File: src/rtl/rr_arb_4_2_pkg.sv
// Shared constants, state encoding and helpers for the 4-way round-robin arbiter.
package rr_arb_4_2_pkg;

  localparam int NUM_REQ = 4;
  localparam int IDX_W   = 2;

  typedef enum logic {
    IDLE  = 1'b0,
    GRANT = 1'b1
  } state_t;

  function automatic logic [NUM_REQ-1:0] onehot(input logic [IDX_W-1:0] idx);
    logic [NUM_REQ-1:0] r;
    r      = '0;
    r[idx] = 1'b1;
    return r;
  endfunction

endpackage

File: src/rtl/rr_arb_4_2_sel.sv
// Rotating priority encoder: first set bit of mask scanning upward from start, wrapping 3 -> 0.
module rr_sel_4
  import rr_arb_4_2_pkg::*;
(
  input  logic [NUM_REQ-1:0] mask,
  input  logic [IDX_W-1:0]   start,
  output logic [IDX_W-1:0]   idx,
  output logic               any
);

  logic [IDX_W-1:0] cand;

  // Scan from the farthest offset down so the nearest hit to start wins.
  always_comb begin
    idx  = '0;
    any  = 1'b0;
    cand = '0;
    for (int i = NUM_REQ - 1; i >= 0; i--) begin
      cand = start + IDX_W'(i);
      if (mask[cand]) begin
        idx = cand;
        any = 1'b1;
      end
    end
  end

endmodule

File: src/rtl/rr_arb_4_2.sv
// Four-requester round-robin arbiter with grant hold, optional forced rotation and encoded index.
module rr_arb_4_2
  import rr_arb_4_2_pkg::*;
#(
  parameter int unsigned MAX_HOLD = 8,
  parameter int unsigned HOLD_W   = 4
) (
  input  logic               clk,
  input  logic               rst_n,
  input  logic [NUM_REQ-1:0] req,
  output logic [NUM_REQ-1:0] gnt,
  output logic [IDX_W-1:0]   a,
  output logic               gnt_valid
);

  localparam logic [HOLD_W-1:0] HOLD_LAST = HOLD_W'((MAX_HOLD == 0) ? 0 : MAX_HOLD - 1);

  state_t             state;
  logic [IDX_W-1:0]   ptr;
  logic [HOLD_W-1:0]  hold_cnt;
  logic [NUM_REQ-1:0] other;
  logic [IDX_W-1:0]   idle_idx, next_idx;
  logic               idle_any, next_any;
  logic               preempt;

  // The register a doubles as the current owner while in GRANT.
  assign other   = req & ~onehot(a);
  assign preempt = (MAX_HOLD != 0) && (hold_cnt == HOLD_LAST) && next_any;

  rr_sel_4 u_sel_idle (.mask(req),   .start(ptr),          .idx(idle_idx), .any(idle_any));
  rr_sel_4 u_sel_next (.mask(other), .start(a + 2'd1),     .idx(next_idx), .any(next_any));

  always_ff @(posedge clk or negedge rst_n) begin
    if (!rst_n) begin
      state     <= IDLE;
      ptr       <= '0;
      hold_cnt  <= '0;
      gnt       <= '0;
      a         <= '0;
      gnt_valid <= 1'b0;
    end else begin
      case (state)
        IDLE: begin
          if (idle_any) begin
            a         <= idle_idx;
            gnt       <= onehot(idle_idx);
            gnt_valid <= 1'b1;
            hold_cnt  <= '0;
            state     <= GRANT;
          end
        end
        GRANT: begin
          if (!req[a]) begin
            ptr      <= a + 2'd1;
            hold_cnt <= '0;
            if (next_any) begin
              a   <= next_idx;
              gnt <= onehot(next_idx);
            end else begin
              a         <= '0;
              gnt       <= '0;
              gnt_valid <= 1'b0;
              state     <= IDLE;
            end
          end else if (preempt) begin
            ptr      <= a + 2'd1;
            a        <= next_idx;
            gnt      <= onehot(next_idx);
            hold_cnt <= '0;
          end else if (MAX_HOLD != 0 && hold_cnt != HOLD_LAST) begin
            hold_cnt <= hold_cnt + 1'b1;
          end
        end
        default: state <= IDLE;
      endcase
    end
  end

  a_onehot0 : assert property (@(posedge clk) disable iff (!rst_n) $onehot0(gnt));
  a_valid   : assert property (@(posedge clk) disable iff (!rst_n) gnt_valid == (|gnt));
  a_encode  : assert property (@(posedge clk) disable iff (!rst_n) gnt_valid |-> gnt == onehot(a));
  // Only a release or a preempt may move the grant.
  a_stable  : assert property (@(posedge clk) disable iff (!rst_n)
                               (state == GRANT && req[a] && !preempt) |=> $stable(gnt));

endmodule
File: config.mk
export PLATFORM = sky130hd
export DESIGN_NAME = rr_arb_4_2
export DESIGN_NICKNAME = d
export VERILOG_FILES = /design/src/rtl/rr_arb_4_2_pkg.sv /design/src/rtl/rr_arb_4_2_sel.sv /design/src/rtl/rr_arb_4_2.sv
export SDC_FILE = /design/constraint.sdc
export NUM_CORES = 1
export LEC_CHECK = 0
export CORE_ASPECT_RATIO = 1.2
export CORE_MARGIN = 2
export CORE_UTILIZATION = 30
export CTS_CLUSTER_DIAMETER = 50
export CTS_CLUSTER_SIZE = 30
export DETAILED_ROUTE_END_ITERATION = 6
export DONT_BUFFER_PORTS = 1
export GPL_TIMING_DRIVEN = 0
export HOLD_SLACK_MARGIN = 0.06
export PLACE_DENSITY = 0.41
export SLEW_MARGIN = 5
export SYNTH_ARGS = -nofsm -noshare
export SYNTH_HDL_FRONTEND = slang
export SYNTH_HIERARCHICAL = 1
export SYNTH_SLANG_ARGS = --single-unit
File: constraint.sdc
create_clock -name clk -period 4.15 [get_ports clk]
set_clock_uncertainty 0.2 [all_clocks]
set_input_delay 0.83 -clock clk [delete_from_list [all_inputs] [get_ports clk]]
set_output_delay 0.83 -clock clk [all_outputs]
set_load 0.05 [all_outputs]
==> flow_summary.ini, run 1 <==
[cts]
cts_resized = 0
tritoncts = built
clk_pin_slew_worst_paths_ns = 0.08
cts_root_buf = clkbuf_4
cts_sinks = 14
cts_buffers = 3
clk_latency_ns = 0.28
h-tree-depth = 1
post-cts-setup-buffers = 0
ctsHoldBuffers = 1
cts_buffer_depth = 2

[cells_and_area]
area_growth_pct = 7.990
num-fill-cells = 324
drive_gt1_frac = 0.1182
multi_input_area_sq_um = 596.8
final-seq-area_sq_um = 350.3
n_antenna_cell = 0
fin_nets = 123
final_core_util = 0.3401
fin_area_sq_mm = 0.001049

[pwr]
p_leak_nw = 0.4238
switching_power_mw = 0.4761
power.density_mw_per_mm2 = 865.6
p_seq_frac = 0.421
power_mw = 0.9076
clkPwrFrac = 0.084
power_frac_comb = 0.496
switching_share = 0.5246
p_int_mw = 0.4315
ir_drop_mv = 0.4339

[place]
place_area_sq_mm = 0.001016
post-place-ws_ns = 1.191
place.port_buffers = 0
dp_hpwl_um = 1671
gp_congestion = 0.7095

[setup_path]
slowest_stage = dfrtp_1
cp_max_fo = 7
critPathRequiredTime_ns = 4.11
path_cells = inv_1 -> ha_1 -> nor2b_1 -> nor2_1 -> nand2_1 -> nand4b_1 -> a21oi_2 -> mux2_1
arrival_ns = 2.94
end_kind = register
max_stage_delay_ns = 0.75
worst-setup-path-type = reg2reg
startpoint_type = register

[timing]
fin_ws_ns = 1.171
rsz0062_at_grt = false
relSlewSlack = 0.5743
fin_setup_tns_ns = 0
tightest_slew_ns = 0.6364
min_period_ns = 2.979
setup_viol = 0
slew_viol_final = 0
hold_violations = 0
fmaxAchievable_mhz = 335.6
fin_crit_sh = 0.7179

[grt]
grt_pass1_wl_um = 3760
globalRouteOverflowTotal = 0
grt_pass1_vias = 790
antenna_found_initial = 0
grt_usage = 0.1307
grt_max_degree = 15

[floorplan]
pin_count = 13
rows = 22
start_util = 0.3149
die_area_sq_mm = 0.003709
core_area_sq_mm = 0.003083
die_x_um = 55.93
die_h_um = 66.32

[synthesis]
postSynthCellCount = 106
yosys_warnings = 6
seq_area_frac_synth = 0.3608
syn-cell-area_sq_um = 970.9
synth.net_count = 117
synth.distinct_cells = 35
syn_area_per_cell_sq_um = 9.160
ys_ff_latch = 14

[drt]
top_layer = met4
drt_pre_antenna_iters = 4
met1_length_um = 1018
dr_wl_met2_um = 966
drc_errors = 0
routed-via-count = 800
avgViaCountPerCell = 5.479
wl_per_cell_um = 14.57
wl_met3_um = 111
drt_iter0_markers = 59
ant_nets = 0
routed_wl_um = 2127

[flow_run]
maxCapViolCount = 0

[status]
status = completed

[worst_hold_path]
hold_path_class = reg2reg
[worst paths after layout]
path / startpoint / endpoint / slack (ns) / cells after the start
min reg2reg: hold_cnt[1]$_DFFE_PN0P_ / hold_cnt[1]$_DFFE_PN0P_ / 0.34 / 1
min: hold_cnt[1]$_DFFE_PN0P_ / hold_cnt[1]$_DFFE_PN0P_ / 0.34 / 1
min in group asynchronous: rst_n / gnt_valid$_DFFE_PN0P_ / 0.81 / 1
max reg2reg: a[0]$_DFFE_PN0P_ / ptr[1]$_DFFE_PN0P_ / 1.17 / 8
max: a[0]$_DFFE_PN0P_ / ptr[1]$_DFFE_PN0P_ / 1.17 / 8
max in group asynchronous: rst_n / ptr[0]$_DFFE_PN0P_ / 2.53 / 1
[registers in the layout, indices dropped and copies added, names as in the netlist]
name / flops
a: 2
state: 1
gnt: 4
ptr: 2
hold_cnt: 4
gnt_valid: 1
[power by group through the flow]
stage | clock (mW) | combinational, mW | sequential (mW)
after floorplan | 0 | 0.372 | 0.369
after global placement | 0 | 0.446 | 0.385
after detailed placement | 0 | 0.444 | 0.388
after CTS | 0.0803 | 0.451 | 0.385
after global routing | 0.0880 | 0.517 | 0.395
final | 0.0758 | 0.450 | 0.382
[cell families after synthesis]
family / synth area share
AND/OR/NAND/NOR: 0.2397
adder cells (fa/ha/maj): 0.06443
AO/OA/AOI/OAI: 0.2320
flip-flops: 0.3608
multiplexers: 0.07860
buffers and inverters: 0.02447
[worst max-delay path: cells and delay by family, from the launching register on]
family	cells	cell delay [ns]
flip-flops	1	0.75
AND/OR/NAND/NOR	4	0.72
multiplexers	1	0.35
AO/OA/AOI/OAI	1	0.30
buffers and inverters	1	0.27
adder cells (fa/ha/maj)	1	0.27
[cells in the final DEF (no fill, tap or decap), types with 2 or more instances in the layout]
cell	synthesis	routed
mux2i_1	2	2
clkbuf_4	0	3
nand2_1	9	9
a211oi_2	2	2
nor3b_1	2	2
nor2_1	17	17
nor2b_1	4	4
ha_1	5	5
o22a_1	2	2
dfrtp_1	14	14
a21oi_1	8	8
a211oi_1	2	2
nand2b_1	5	5
nand3_1	3	3
a31oi_1	6	6
mux2_1	2	2
inv_1	4	4
[cells in the mapped netlist]
| master | number | area [sq um] |
|---|---|---|
| a211oi_1 | 2 | 15.01 |
| a211oi_2 | 2 | 25.02 |
| a21oi_1 | 8 | 40.04 |
| a21oi_2 | 1 | 8.760 |
| a22o_1 | 1 | 8.760 |
| a2bb2oi_1 | 1 | 8.760 |
| a31oi_1 | 6 | 37.54 |
| a31oi_4 | 1 | 21.27 |
| buf_2 | 1 | 5.000 |
| clkinv_1 | 1 | 3.750 |
| dfrtp_1 | 14 | 350.3 |
| ha_1 | 5 | 62.56 |
| inv_1 | 4 | 15.01 |
| mux2_1 | 2 | 22.52 |
| mux2_2 | 1 | 11.26 |
| mux2i_1 | 2 | 20.02 |
| mux4_2 | 1 | 22.52 |
| nand2_1 | 9 | 33.78 |
| nand2b_1 | 5 | 31.28 |
| nand3_1 | 3 | 15.01 |
| nand4_1 | 1 | 6.260 |
| nand4b_1 | 1 | 8.760 |
| nor2_1 | 17 | 63.81 |
| nor2_2 | 1 | 6.260 |
| nor2b_1 | 4 | 25.02 |
| nor3b_1 | 2 | 15.01 |
| nor4_1 | 1 | 6.260 |
| nor4b_1 | 1 | 8.760 |
| o211ai_1 | 1 | 7.510 |
| o22a_1 | 2 | 17.52 |
| o2bb2ai_1 | 1 | 8.760 |
| o32a_1 | 1 | 10.01 |
| o41ai_2 | 1 | 16.27 |
| or2_1 | 1 | 6.260 |
| or2_2 | 1 | 6.260 |
[per-layer routing]
layer / vias up / global-route usage
met5: - / 0
li1: 398 / -
met1: 374 / 0.1653
met3: 4 / 0.03327
met4: 0 / 0.05357
met2: 24 / 0.2128
[cell type report]
cell class	count	share of cell area
multi-input cells	86	0.5692
repair buffers	1	0.009546
inverters	5	0.01790
well taps	36	0.04296
plain buffers	1	0.004773
clock buffers	3	0.02148
flip-flops and latches	14	0.3341
[per-stage QoR]
step / hold slack (ns) / cells
finish: 0.3428 / 146
global route: 0.3818 / 146
CTS: 0.3451 / 146
detailed placement: 0.3217 / 142
global placement: 0.3246 / 142
floorplan: 0.2922 / 106
(Power assumes the default switching activity.)
==> run 2, diff against run 1 <==
Settings changed: PLACE_DENSITY 0.41 to 0.42.
Clock period 4.15 ns to 2.6 ns, I/O delays scaled along.
==> run 2 against run 1 <==
  * Critical path depth is the same
  * Core utilization grew 1.7 points
  * Clock power grew 120%
  * Fmax grew 21%
  * Hold slack lost 0.038 ns
  * Final cell count grew 2.1%
  * First-iteration DRC count shrank 76%
  * Design area grew 4.9%
  * Critical path type unchanged
  * Highest routed layer unchanged
==> flow_summary.ini, run 2 (same netlist as run 1, synthesis figures left out) <==
[status]
status = completed

[setup_path]
r2r-start = a[0]$_DFFE_PN0P_
worst-setup-path-type = reg2reg
critPathRequiredTime_ns = 2.62
rr_endpoint = gnt[2]$_DFFE_PN0P_
cp_max_fo = 7
arrival_ns = 2.48
reg2reg_depth = 8
r2r_setup_slack_ns = 0.14
end_kind = register
startpoint_type = register

[cells_and_area]
largest_registers = gnt (4), hold_cnt (4)
final-seq-area_sq_um = 357.8
final_core_util = 0.3567
fin_nets = 125
area_growth_pct = 13.27
final_cell_mix = nor2_1 (17), dfrtp_1 (12), a21oi_1 (8), nand2_1 (8), a31oi_1 (6)
num-fill-cells = 329
multi_input_area_sq_um = 611.8
drive_gt1_frac = 0.2212
n_antenna_cell = 0
fin_cells = 149
layout_commonest_cell = nor2_1
fin_area_sq_mm = 0.001100

[worst_hold_path]
hold_depth = 3
hold_end = gnt[3]$_DFFE_PN0P_
hold_path_class = in2reg
worstHoldStart = req[0]

[flow_run]
maxCapViolCount = 0

[cts]
cts_root_buf = clkbuf_4
cts_buffer_depth = 2
cts_buffers = 3
cts_sinks = 14
h-tree-depth = 1
clk_pin_slew_worst_paths_ns = 0.10
clk_latency_ns = 0.29
tritoncts = built

[timing]
min_period_ns = 2.455
hold_violations = 0
fmaxAchievable_mhz = 407.3
fin_crit_sh = 0.9443
relSlewSlack = 0.5785
slew_viol_final = 0
tightest_slew_ns = 0.6301
fin_setup_tns_ns = 0
hold_slack_ns = 0.3044
fin_ws_ns = 0.1447
setup_viol = 0

[pwr]
p_int_mw = 0.7763
p_leak_nw = 0.4408
p_seq_frac = 0.398
switching_power_mw = 0.7974
clkPwrFrac = 0.104
switching_share = 0.5067
ir_drop_mv = 0.6773
power_mw = 1.574
power_frac_comb = 0.498
power.density_mw_per_mm2 = 1431

[place]
place_area_sq_mm = 0.001016
post-place-cells = 142
place.port_buffers = 0
post-place-ws_ns = -0.3362
gp_congestion = 0.7259
dp_hpwl_um = 1628

[grt]
globalRouteOverflowTotal = 0
antenna_found_initial = 0
grt_pass1_wl_um = 3926
grt_pass1_vias = 807
grt_max_degree = 15
grt_usage = 0.1372

[drt]
drc_errors = 0
drt_pre_antenna_iters = 4
wl_met3_um = 124
wl_per_cell_um = 15.48
avgViaCountPerCell = 5.336
met1_length_um = 1051
routed_wl_um = 2307
top_layer = met4
dr_wl_met2_um = 1108
drt_iter0_markers = 14
ant_nets = 0
routed-via-count = 795

[floorplan]
die_h_um = 66.32
start_util = 0.3149
core_area_sq_mm = 0.003083
rows = 22
die_area_sq_mm = 0.003709
die_x_um = 55.93
pin_count = 13
-- run 2: final cells by class --
cell class              instances  share of cell area
well taps                      36             0.04096
inverters                       5             0.01706
multi-input cells              86              0.5563
clock buffers                   4             0.03299
flip-flops and latches         14              0.3254
plain buffers                   1            0.004551
repair buffers                  3             0.02275
-- run 2: worst max path at each step --
stage / slack (ns) / start / depth (start not counted) / end
after CTS: 0.005 / a[0]$_DFFE_PN0P_ / 10 / gnt[2]$_DFFE_PN0P_
after global placement: -0.34 / a[0]$_DFFE_PN0P_ / 8 / ptr[0]$_DFFE_PN0P_
final: 0.14 / a[0]$_DFFE_PN0P_ / 8 / gnt[2]$_DFFE_PN0P_
after detailed placement: -0.34 / a[0]$_DFFE_PN0P_ / 8 / ptr[1]$_DFFE_PN0P_
after global routing: -0.02 / a[0]$_DFFE_PN0P_ / 8 / gnt[2]$_DFFE_PN0P_
after floorplan: 0.005 / a[0]$_DFFE_PN0P_ / 8 / ptr[0]$_DFFE_PN0P_
-- run 2: routing by layer --
metal / track usage / vias up
met5: 0 / -
met4: 0.05357 / 0
met3: 0.03523 / 2
met2: 0.2336 / 19
met1: 0.1663 / 372
li1: - / 402
-- run 2: worst max-delay path: stages (launching register included) --
cell and delay [ns]:
dfrtp_4 0.60, inv_2 0.16, ha_2 0.33, nand2b_1 0.16
a21oi_1 0.17, a211oi_2 0.08, buf_4 0.16, nor4b_1 0.34
o22a_1 0.20
-- run 2: repair_timing --
action	in CTS	in global routing
endpoints found under the hold margin	14	0
setup buffers	1	1
gates resized for setup	3	8
gates cloned	0	0
setup endpoints to repair	8	8
pin swaps	1	3
hold buffers	1	0
-- run 2: power groups by stage --
| stage | combinational, mW | clock [mW] | sequential, mW |
|---|---|---|---|
| 2_1_floorplan | 0.594 | 0 | 0.589 |
| 3_3_place_gp | 0.717 | 0 | 0.614 |
| 3_5_place_dp | 0.710 | 0 | 0.619 |
| 4_1_cts | 0.739 | 0.169 | 0.619 |
| 5_1_grt | 0.891 | 0.181 | 0.646 |
| 6_report | 0.784 | 0.164 | 0.626 |
==> run 3, diff against run 2 <==
Settings changed: CTS_CLUSTER_SIZE 30 to unset, PLACE_DENSITY 0.42 to 0.41.
Clock period 2.6 ns to 3 ns, I/O delays scaled along.
==> run 3 against run 2 <==
  * Routed wire length decreased by 7.8%
  * Combinational power decreased by 21%
  * Total power decreased by 20%
  * Hold slack improved by 0.038 ns
  * First-iteration DRC count increased to 4.2 times the previous value
  * Non-clock buffer count decreased by 2
==> flow_summary.ini, run 3 (same netlist as run 1, synthesis figures left out) <==
[status]
status = completed

[timing]
rsz0062_at_grt = false
tightest_slew_ns = 0.6362
fin_crit_sh = 0.9303
min_period_ns = 2.791
fmaxAchievable_mhz = 358.3
setup_viol = 0
fin_setup_tns_ns = 0
slew_viol_final = 0
relSlewSlack = 0.5745
fin_ws_ns = 0.2091
hold_violations = 0

[setup_path]
critPathRequiredTime_ns = 2.96
r2r_setup_slack_ns = 0.21
worst-setup-path-type = reg2reg
end_kind = register
arrival_ns = 2.75
cp_max_fo = 6
startpoint_type = register

[pwr]
switching_power_mw = 0.6586
ir_drop_mv = 0.6002
power.density_mw_per_mm2 = 1198
switching_share = 0.5239
p_int_mw = 0.5986
power_frac_comb = 0.495
p_leak_nw = 0.4228
power_mw = 1.257
p_seq_frac = 0.422
clkPwrFrac = 0.083

[floorplan]
rows = 22
pin_count = 13
die_area_sq_mm = 0.003709
start_util = 0.3149
die_h_um = 66.32
die_x_um = 55.93
core_area_sq_mm = 0.003083

[grt]
grt_max_degree = 15
grt_pass1_vias = 790
globalRouteOverflowTotal = 0
antenna_found_initial = 0
grt_usage = 0.1307
grt_pass1_wl_um = 3760

[cts]
post-cts-setup-buffers = 0
cts_buffers = 3
cts_buffer_depth = 2
tritoncts = built
clk_latency_ns = 0.28
h-tree-depth = 1
cts_sinks = 14
cts_root_buf = clkbuf_4
clk_pin_slew_worst_paths_ns = 0.08

[drt]
drt_iter0_markers = 59
drc_errors = 0
wl_per_cell_um = 14.57
routed_wl_um = 2127
drt_pre_antenna_iters = 4
routed-via-count = 800
avgViaCountPerCell = 5.479
ant_nets = 0

[place]
dp_hpwl_um = 1671
post-place-cells = 142
gp_congestion = 0.7095
post-place-ws_ns = 0.04134
place.port_buffers = 0

[worst_hold_path]
hold_path_class = reg2reg

[cells_and_area]
fin_nets = 123
layout_commonest_cell = nor2_1
largest_registers = gnt (4), hold_cnt (4)
final_core_util = 0.3405
area_growth_pct = 8.119
final_cell_mix = nor2_1 (17), dfrtp_1 (13), nand2_1 (9)
drive_gt1_frac = 0.1273
fin_cells = 146
n_antenna_cell = 0

[flow_run]
maxCapViolCount = 0
run 3: cell count changes in the layout (fill, tap and decap cells not counted), sizes merged:
| cell | delta |
|---|---|
| buf | -2 |
| clkbuf | -1 |
run 3: through the flow:
step	area, sq um	hold WS [ns]
2_1_floorplan	970.9	0.1044
3_3_place_gp	1016	0.1048
3_5_place_dp	1016	0.1048
4_1_cts	1049	0.3451
5_1_grt	1050	0.3818
6_report	1050	0.3428
run 3: final timing paths:
| kind | startpoint | to | depth (start not counted) |
|---|---|---|---|
| worst max register to register | a[1]$_DFFE_PN0P_ | ptr[1]$_DFFE_PN0P_ | 8 |
| min in group asynchronous | rst_n | gnt_valid$_DFFE_PN0P_ | 1 |
| max in group asynchronous | rst_n | a[0]$_DFFE_PN0P_ | 1 |
| worst min-delay path | hold_cnt[1]$_DFFE_PN0P_ | hold_cnt[1]$_DFFE_PN0P_ | 1 |
| worst min register to register | hold_cnt[1]$_DFFE_PN0P_ | hold_cnt[1]$_DFFE_PN0P_ | 1 |
| worst max-delay path | a[1]$_DFFE_PN0P_ | ptr[1]$_DFFE_PN0P_ | 8 |
run 3: worst max-delay path, stage by stage, from the launching register on:
cell      delay, ns
dfrtp_1        0.75
inv_1          0.13
ha_1           0.22
nor2b_1        0.19
nor2_1         0.09
nand2_1        0.19
nand4b_1       0.24
a21oi_2        0.30
mux2_1         0.35
run 3: cell type report:
type                    instances  area [sq um]
plain buffers                   1         5.005
clock buffers                   3         22.52
fillers                       323          2033
inverters                       5         18.77
multi-input cells              86         596.8
flip-flops and latches         14         351.6
well taps                      36         45.04
repair buffers                  1         10.01
run 3: power by group through the flow:
stage | clock network (mW) | logic (mW) | registers [mW]
6_report | 0.105 | 0.622 | 0.530
5_1_grt | 0.122 | 0.715 | 0.548
4_1_cts | 0.111 | 0.624 | 0.532
3_5_place_dp | 0 | 0.615 | 0.537
3_3_place_gp | 0 | 0.618 | 0.533
2_1_floorplan | 0 | 0.515 | 0.511
run 3: metal layers:
layer,routed length (um),share of wire,global-route usage,up-vias
li1,-,-,-,398
met1,1018,0.48,0.1653,374
met2,966,0.45,0.2128,24
met3,111,0.052,0.03327,4
met4,31,0.015,0.05357,0
met5,0,0,0,-
run 3: repair_timing:
action | 4_1_cts | 5_1_grt
hold endpoints to repair | 14 | 0
hold buffers | 1 | 0
resized for setup | 0 | 1
endpoints found under the setup margin | 0 | 8
